==> src/rtl/clkgate_ctrl.sv <==
// Per-domain clock-gate controller for CLKGATE_X4 E pins; gates after IDLE_CYC idle cycles, wakes via activity or req/ack.
// Latency: E falls IDLE_CYC edges after idle enters IDLE; E rises the edge act is seen in OFF, wake_ack WAKE_CYC edges later.
// Backpressure: wake_req is held by the requester until wake_ack; a held wake_req keeps the domain out of IDLE.
// Optional feature macro: CGC_FORCE_ON_EN adds a global force_on input that counts as activity for every domain.
module clkgate_ctrl #(
    parameter int N_DOM    = 4,
    parameter int IDLE_CYC = 16,
    parameter int WAKE_CYC = 2,
    parameter int CNT_W    = 8
) (
    input  logic             CK,
    input  logic             RN,
    input  logic [N_DOM-1:0] busy,
    input  logic [N_DOM-1:0] wake_req,
`ifdef CGC_FORCE_ON_EN
    input  logic             force_on,
`endif
    output logic [N_DOM-1:0] wake_ack,
    output logic [N_DOM-1:0] E,
    output logic [N_DOM-1:0] gated
);

    typedef enum logic [1:0] {
        ST_RUN  = 2'd0,
        ST_IDLE = 2'd1,
        ST_OFF  = 2'd2,
        ST_WAKE = 2'd3
    } state_t;

    localparam logic [CNT_W-1:0] IDLE_LAST = CNT_W'(IDLE_CYC - 1);
    localparam logic [CNT_W-1:0] WAKE_LAST = CNT_W'(WAKE_CYC - 1);

    state_t           state_q [N_DOM];
    state_t           state_d [N_DOM];
    logic [CNT_W-1:0] cnt_q   [N_DOM];
    logic [CNT_W-1:0] cnt_d   [N_DOM];
    logic [N_DOM-1:0] e_q, e_d;
    logic [N_DOM-1:0] gated_q, gated_d;
    logic [N_DOM-1:0] ack_q, ack_d;
    logic [N_DOM-1:0] act;

`ifdef CGC_FORCE_ON_EN
    assign act = busy | wake_req | {N_DOM{force_on}};
`else
    assign act = busy | wake_req;
`endif

    // Next state per domain; outputs are derived from the next state so they are registered alongside it.
    always_comb begin
        state_d = state_q;
        cnt_d   = cnt_q;
        e_d     = '0;
        gated_d = '0;
        ack_d   = '0;
        for (int d = 0; d < N_DOM; d++) begin
            unique case (state_q[d])
                ST_RUN: begin
                    if (!act[d]) begin
                        state_d[d] = ST_IDLE;
                        cnt_d[d]   = '0;
                    end
                end
                ST_IDLE: begin
                    // Activity wins even on the terminal-count edge.
                    if (act[d]) begin
                        state_d[d] = ST_RUN;
                        cnt_d[d]   = '0;
                    end else if (cnt_q[d] == IDLE_LAST) begin
                        state_d[d] = ST_OFF;
                        cnt_d[d]   = '0;
                    end else begin
                        cnt_d[d] = cnt_q[d] + 1'b1;
                    end
                end
                ST_OFF: begin
                    if (act[d]) begin
                        state_d[d] = ST_WAKE;
                        cnt_d[d]   = '0;
                    end
                end
                ST_WAKE: begin
                    // Settle delay runs to completion regardless of act.
                    if (cnt_q[d] == WAKE_LAST) begin
                        state_d[d] = ST_RUN;
                        cnt_d[d]   = '0;
                    end else begin
                        cnt_d[d] = cnt_q[d] + 1'b1;
                    end
                end
                default: begin
                    state_d[d] = ST_RUN;
                    cnt_d[d]   = '0;
                end
            endcase
            e_d[d]     = (state_d[d] != ST_OFF);
            gated_d[d] = (state_d[d] == ST_OFF);
            ack_d[d]   = (state_d[d] == ST_RUN) && wake_req[d];
        end
    end

    // State, counters and output flops; reset leaves every clock running so gated logic resets too.
    always_ff @(posedge CK or negedge RN) begin
        if (!RN) begin
            for (int d = 0; d < N_DOM; d++) begin
                state_q[d] <= ST_RUN;
                cnt_q[d]   <= '0;
            end
            e_q     <= '1;
            gated_q <= '0;
            ack_q   <= '0;
        end else begin
            for (int d = 0; d < N_DOM; d++) begin
                state_q[d] <= state_d[d];
                cnt_q[d]   <= cnt_d[d];
            end
            e_q     <= e_d;
            gated_q <= gated_d;
            ack_q   <= ack_d;
        end
    end

    assign E        = e_q;
    assign gated    = gated_q;
    assign wake_ack = ack_q;

endmodule

==> config.mk <==
export PLATFORM = sky130hd
export DESIGN_NAME = clkgate_ctrl
export DESIGN_NICKNAME = d
export VERILOG_FILES = /design/src/rtl/clkgate_ctrl.sv
export SDC_FILE = /design/constraint.sdc
export NUM_CORES = 1
export LEC_CHECK = 0
export CAP_MARGIN = 30
export CORE_ASPECT_RATIO = 0.6
export CORE_MARGIN = 1.5
export CORE_UTILIZATION = 63
export DETAILED_ROUTE_END_ITERATION = 6
export MAX_ROUTING_LAYER = met4
export PLACE_DENSITY = 0.88
export SLEW_MARGIN = 20
export SYNTH_ARGS = -nofsm -noshare
export SYNTH_HDL_FRONTEND = slang
export SYNTH_SLANG_ARGS = --single-unit
==> constraint.sdc <==
create_clock -name CK -period 2.81 [get_ports CK]
set_clock_uncertainty 0.1 [all_clocks]
set_input_delay 0.562 -clock CK [delete_from_list [all_inputs] [get_ports CK]]
set_output_delay 0.562 -clock CK [all_outputs]
set_load 0.02 [all_outputs]
==> impl_metrics.json <==
{
  "post_cts_resized": 0,
  "dpl-instance-area_sq_um": 3170,
  "gp_congestion": 0.848,
  "cp.arrival_ps": 1440,
  "status": "finished, final reports clean",
  "hold_buffers": 0,
  "pin_count": 22,
  "antenna_found_initial": 0,
  "fp-row-count": 18,
  "num-fill-cells": 297,
  "post-place-ws_ps": 454,
  "irDropWorstVdd_v": 0.000400,
  "cp_max_fo": 1,
  "die_height_um": 55.5,
  "critPathLaunchType": "flip-flop",
  "p_total_mw": 2.18,
  "setup_viol": 0,
  "clk_pin_slew_ps": 90,
  "maxSlewHeadroom": 0.433,
  "final_area_sq_um": 3280,
  "synth-seq-area-share": 0.451,
  "synth_mux_area_frac": 0.0138,
  "cts_tree": "yes",
  "layout_commonest_cell": "nand2_1",
  "synth_ff_type": "dfrtp_1",
  "nets": 353,
  "fin_hold_ws_ps": 29.0,
  "min_period_ps": 2110,
  "drt_iter0_drc": 133,
  "ys_seq_elements": 52,
  "routed_wl_mm": 5.80,
  "synth_area_sq_um": 2900,
  "clock_path_buffers": 2,
  "dieArea_sq_um": 5020,
  "cts_htree_levels": 2,
  "synth_compound_area_frac": 0.188,
  "synth-edff-count": 0,
  "tightest_slew_ps": 844,
  "hold_viol": 0,
  "grt_pass1_vias": 2267,
  "place_inst": 388,
  "crit_family": "buffers and inverters",
  "end_kind": "output port",
  "via_per_inst": 5.98,
  "async_flop_share": 1.00,
  "wl_per_cell_um": 14.7,
  "fin_crit_sh": 0.750,
  "layout-drive-gt1-share": 0.113,
  "synthAdderAreaFrac": 0.0346,
  "cts_setup_buffers": 0,
  "die_w_um": 90.5,
  "clock-sinks": 52,
  "grt_pass1_wl_mm": 10.2,
  "syn2layout_area_growth_pct": 13.4,
  "first_pass_iters": 5,
  "syn_area_per_cell_sq_um": 9.40,
  "layout_common_cells": "nand2_1, dfrtp_1, o21ai_0, clkdlybuf4s50_1, nand3_1",
  "yosys.area_share.simple": 0.270,
  "clock_latency_ps": 310,
  "synth_top_family_by_area": "simple AND/OR/NAND/NOR gates",
  "finalNonFillerCells": 396,
  "worstPathRequired_ps": 2150,
  "syn_nets": 326,
  "start_util": 0.680,
  "tns_ps": 0,
  "cts_buffers": 5,
  "core_sq_um": 4260,
  "diodes": 0,
  "rsz0062_at_grt": "false",
  "dp.final_hpwl_mm": 4.22,
  "fin_ws_ps": 703,
  "crit_chain": "clkdlybuf4s50_1",
  "overflow": 0,
  "grt_start_max_net_pins": 22,
  "fmaxAchievable_ghz": 0.475,
  "drc": 0,
  "synth_cells": 308,
  "power_density_nw_per_um2": 664,
  "p_leak_nw": 1.43,
  "path_class": "reg -> out",
  "yosysWarnings": 0,
  "portBuffers": 21,
  "crit_buf_inv": 1,
  "synth.distinct_cells": 39,
  "drv_cap": 0,
  "synth_xor_area_frac": 0.0242,
  "grt.total_usage": 0.262,
  "slowest_stage": "clkdlybuf4s50_1",
  "slew_violations": 0,
  "detail-route-antenna-nets": 0,
  "vias": 2367,
  "min_path_type": "in -> async",
  "final_util": 0.772,
  "cts_root_buf": "clkbuf_8",
  "critical-path-max-stage-delay_ps": 600
}
area by class of cell:
class | count | area, sq um | area share
clock buffers | 5 | 68.8 | 0.0210
repair buffers | 26 | 243 | 0.0739
inverters | 4 | 15.0 | 0.00457
multi-input cells | 246 | 1530 | 0.467
well taps | 60 | 75.1 | 0.0229
clock inverters | 3 | 42.5 | 0.0130
flip-flops and latches | 52 | 1310 | 0.398
where the power goes:
part	internal (mW)	total (mW)	switching (mW)
sequential	0.859	1.03	0.175
clock	0.264	0.518	0.254
combinational	0.273	0.630	0.357
total	1.39	2.18	0.786
layer usage:
metal | up-vias | routed length (um) | track usage
met2 | 53 | 2660 | 0.388
met4 | 0 | 83 | 0.107
li1 | 1159 | - | -
met5 | - | 0 | -
met3 | 9 | 230 | 0.0551
met1 | 1146 | 2820 | 0.354
worst paths after layout:
path	from	end	slack, ps	cells past startpoint
worst min-delay path	RN	cnt_q[21]$_DFFE_PN0P_	30	1
min in group CK	cnt_q[17]$_DFFE_PN0P_	cnt_q[17]$_DFFE_PN0P_	460	2
worst max register to register	cnt_q[16]$_DFFE_PN0P_	cnt_q[19]$_DFFE_PN0P_	990	5
worst min register to register	cnt_q[17]$_DFFE_PN0P_	cnt_q[17]$_DFFE_PN0P_	460	2
max in group asynchronous	RN	E[0]$_DFF_PN1_	1940	2
worst max-delay path	E[3]$_DFF_PN1_	E[3]	700	1
state kept, by name, summed over array words and instances (netlist names):
name	count
cnt_q	32
state_q	8
E	4
gated	4
wake_ack	4
cells in the mapped netlist, types with 4 or more instances:
library cell	count	share of area
nand2_1	72	0.093
dfrtp_1	48	0.41
o21ai_0	21	0.036
nand3_1	16	0.028
nor3_1	12	0.021
and2_1	8	0.017
ha_1	8	0.035
nor2_1	8	0.010
nor2b_1	8	0.017
o21a_1	8	0.021
xor2_1	8	0.024
o21ai_1	7	0.012
a21oi_1	6	0.010
o221ai_1	6	0.018
o22ai_1	6	0.013
a21oi_2	4	0.012
dfstp_2	4	0.036
inv_1	4	0.0052
mux2i_1	4	0.014
nor3b_1	4	0.010
nor4_1	4	0.0086
nor4_4	4	0.029
o21bai_1	4	0.010
o31a_1	4	0.012
cells by family (layout without fill, tap and decap cells):
family                     Yosys count  in the layout
muxes                                4              4
adders and majority gates            8              8
xor gates and xnor gates             8              8
buffers and inverters               10             38
AOI/OAI and AO/OA                   78             78
and+or+nand+nor                    148            148
DFF                                 52             52
No activity file was read; power rests on OpenSTA's default activity.
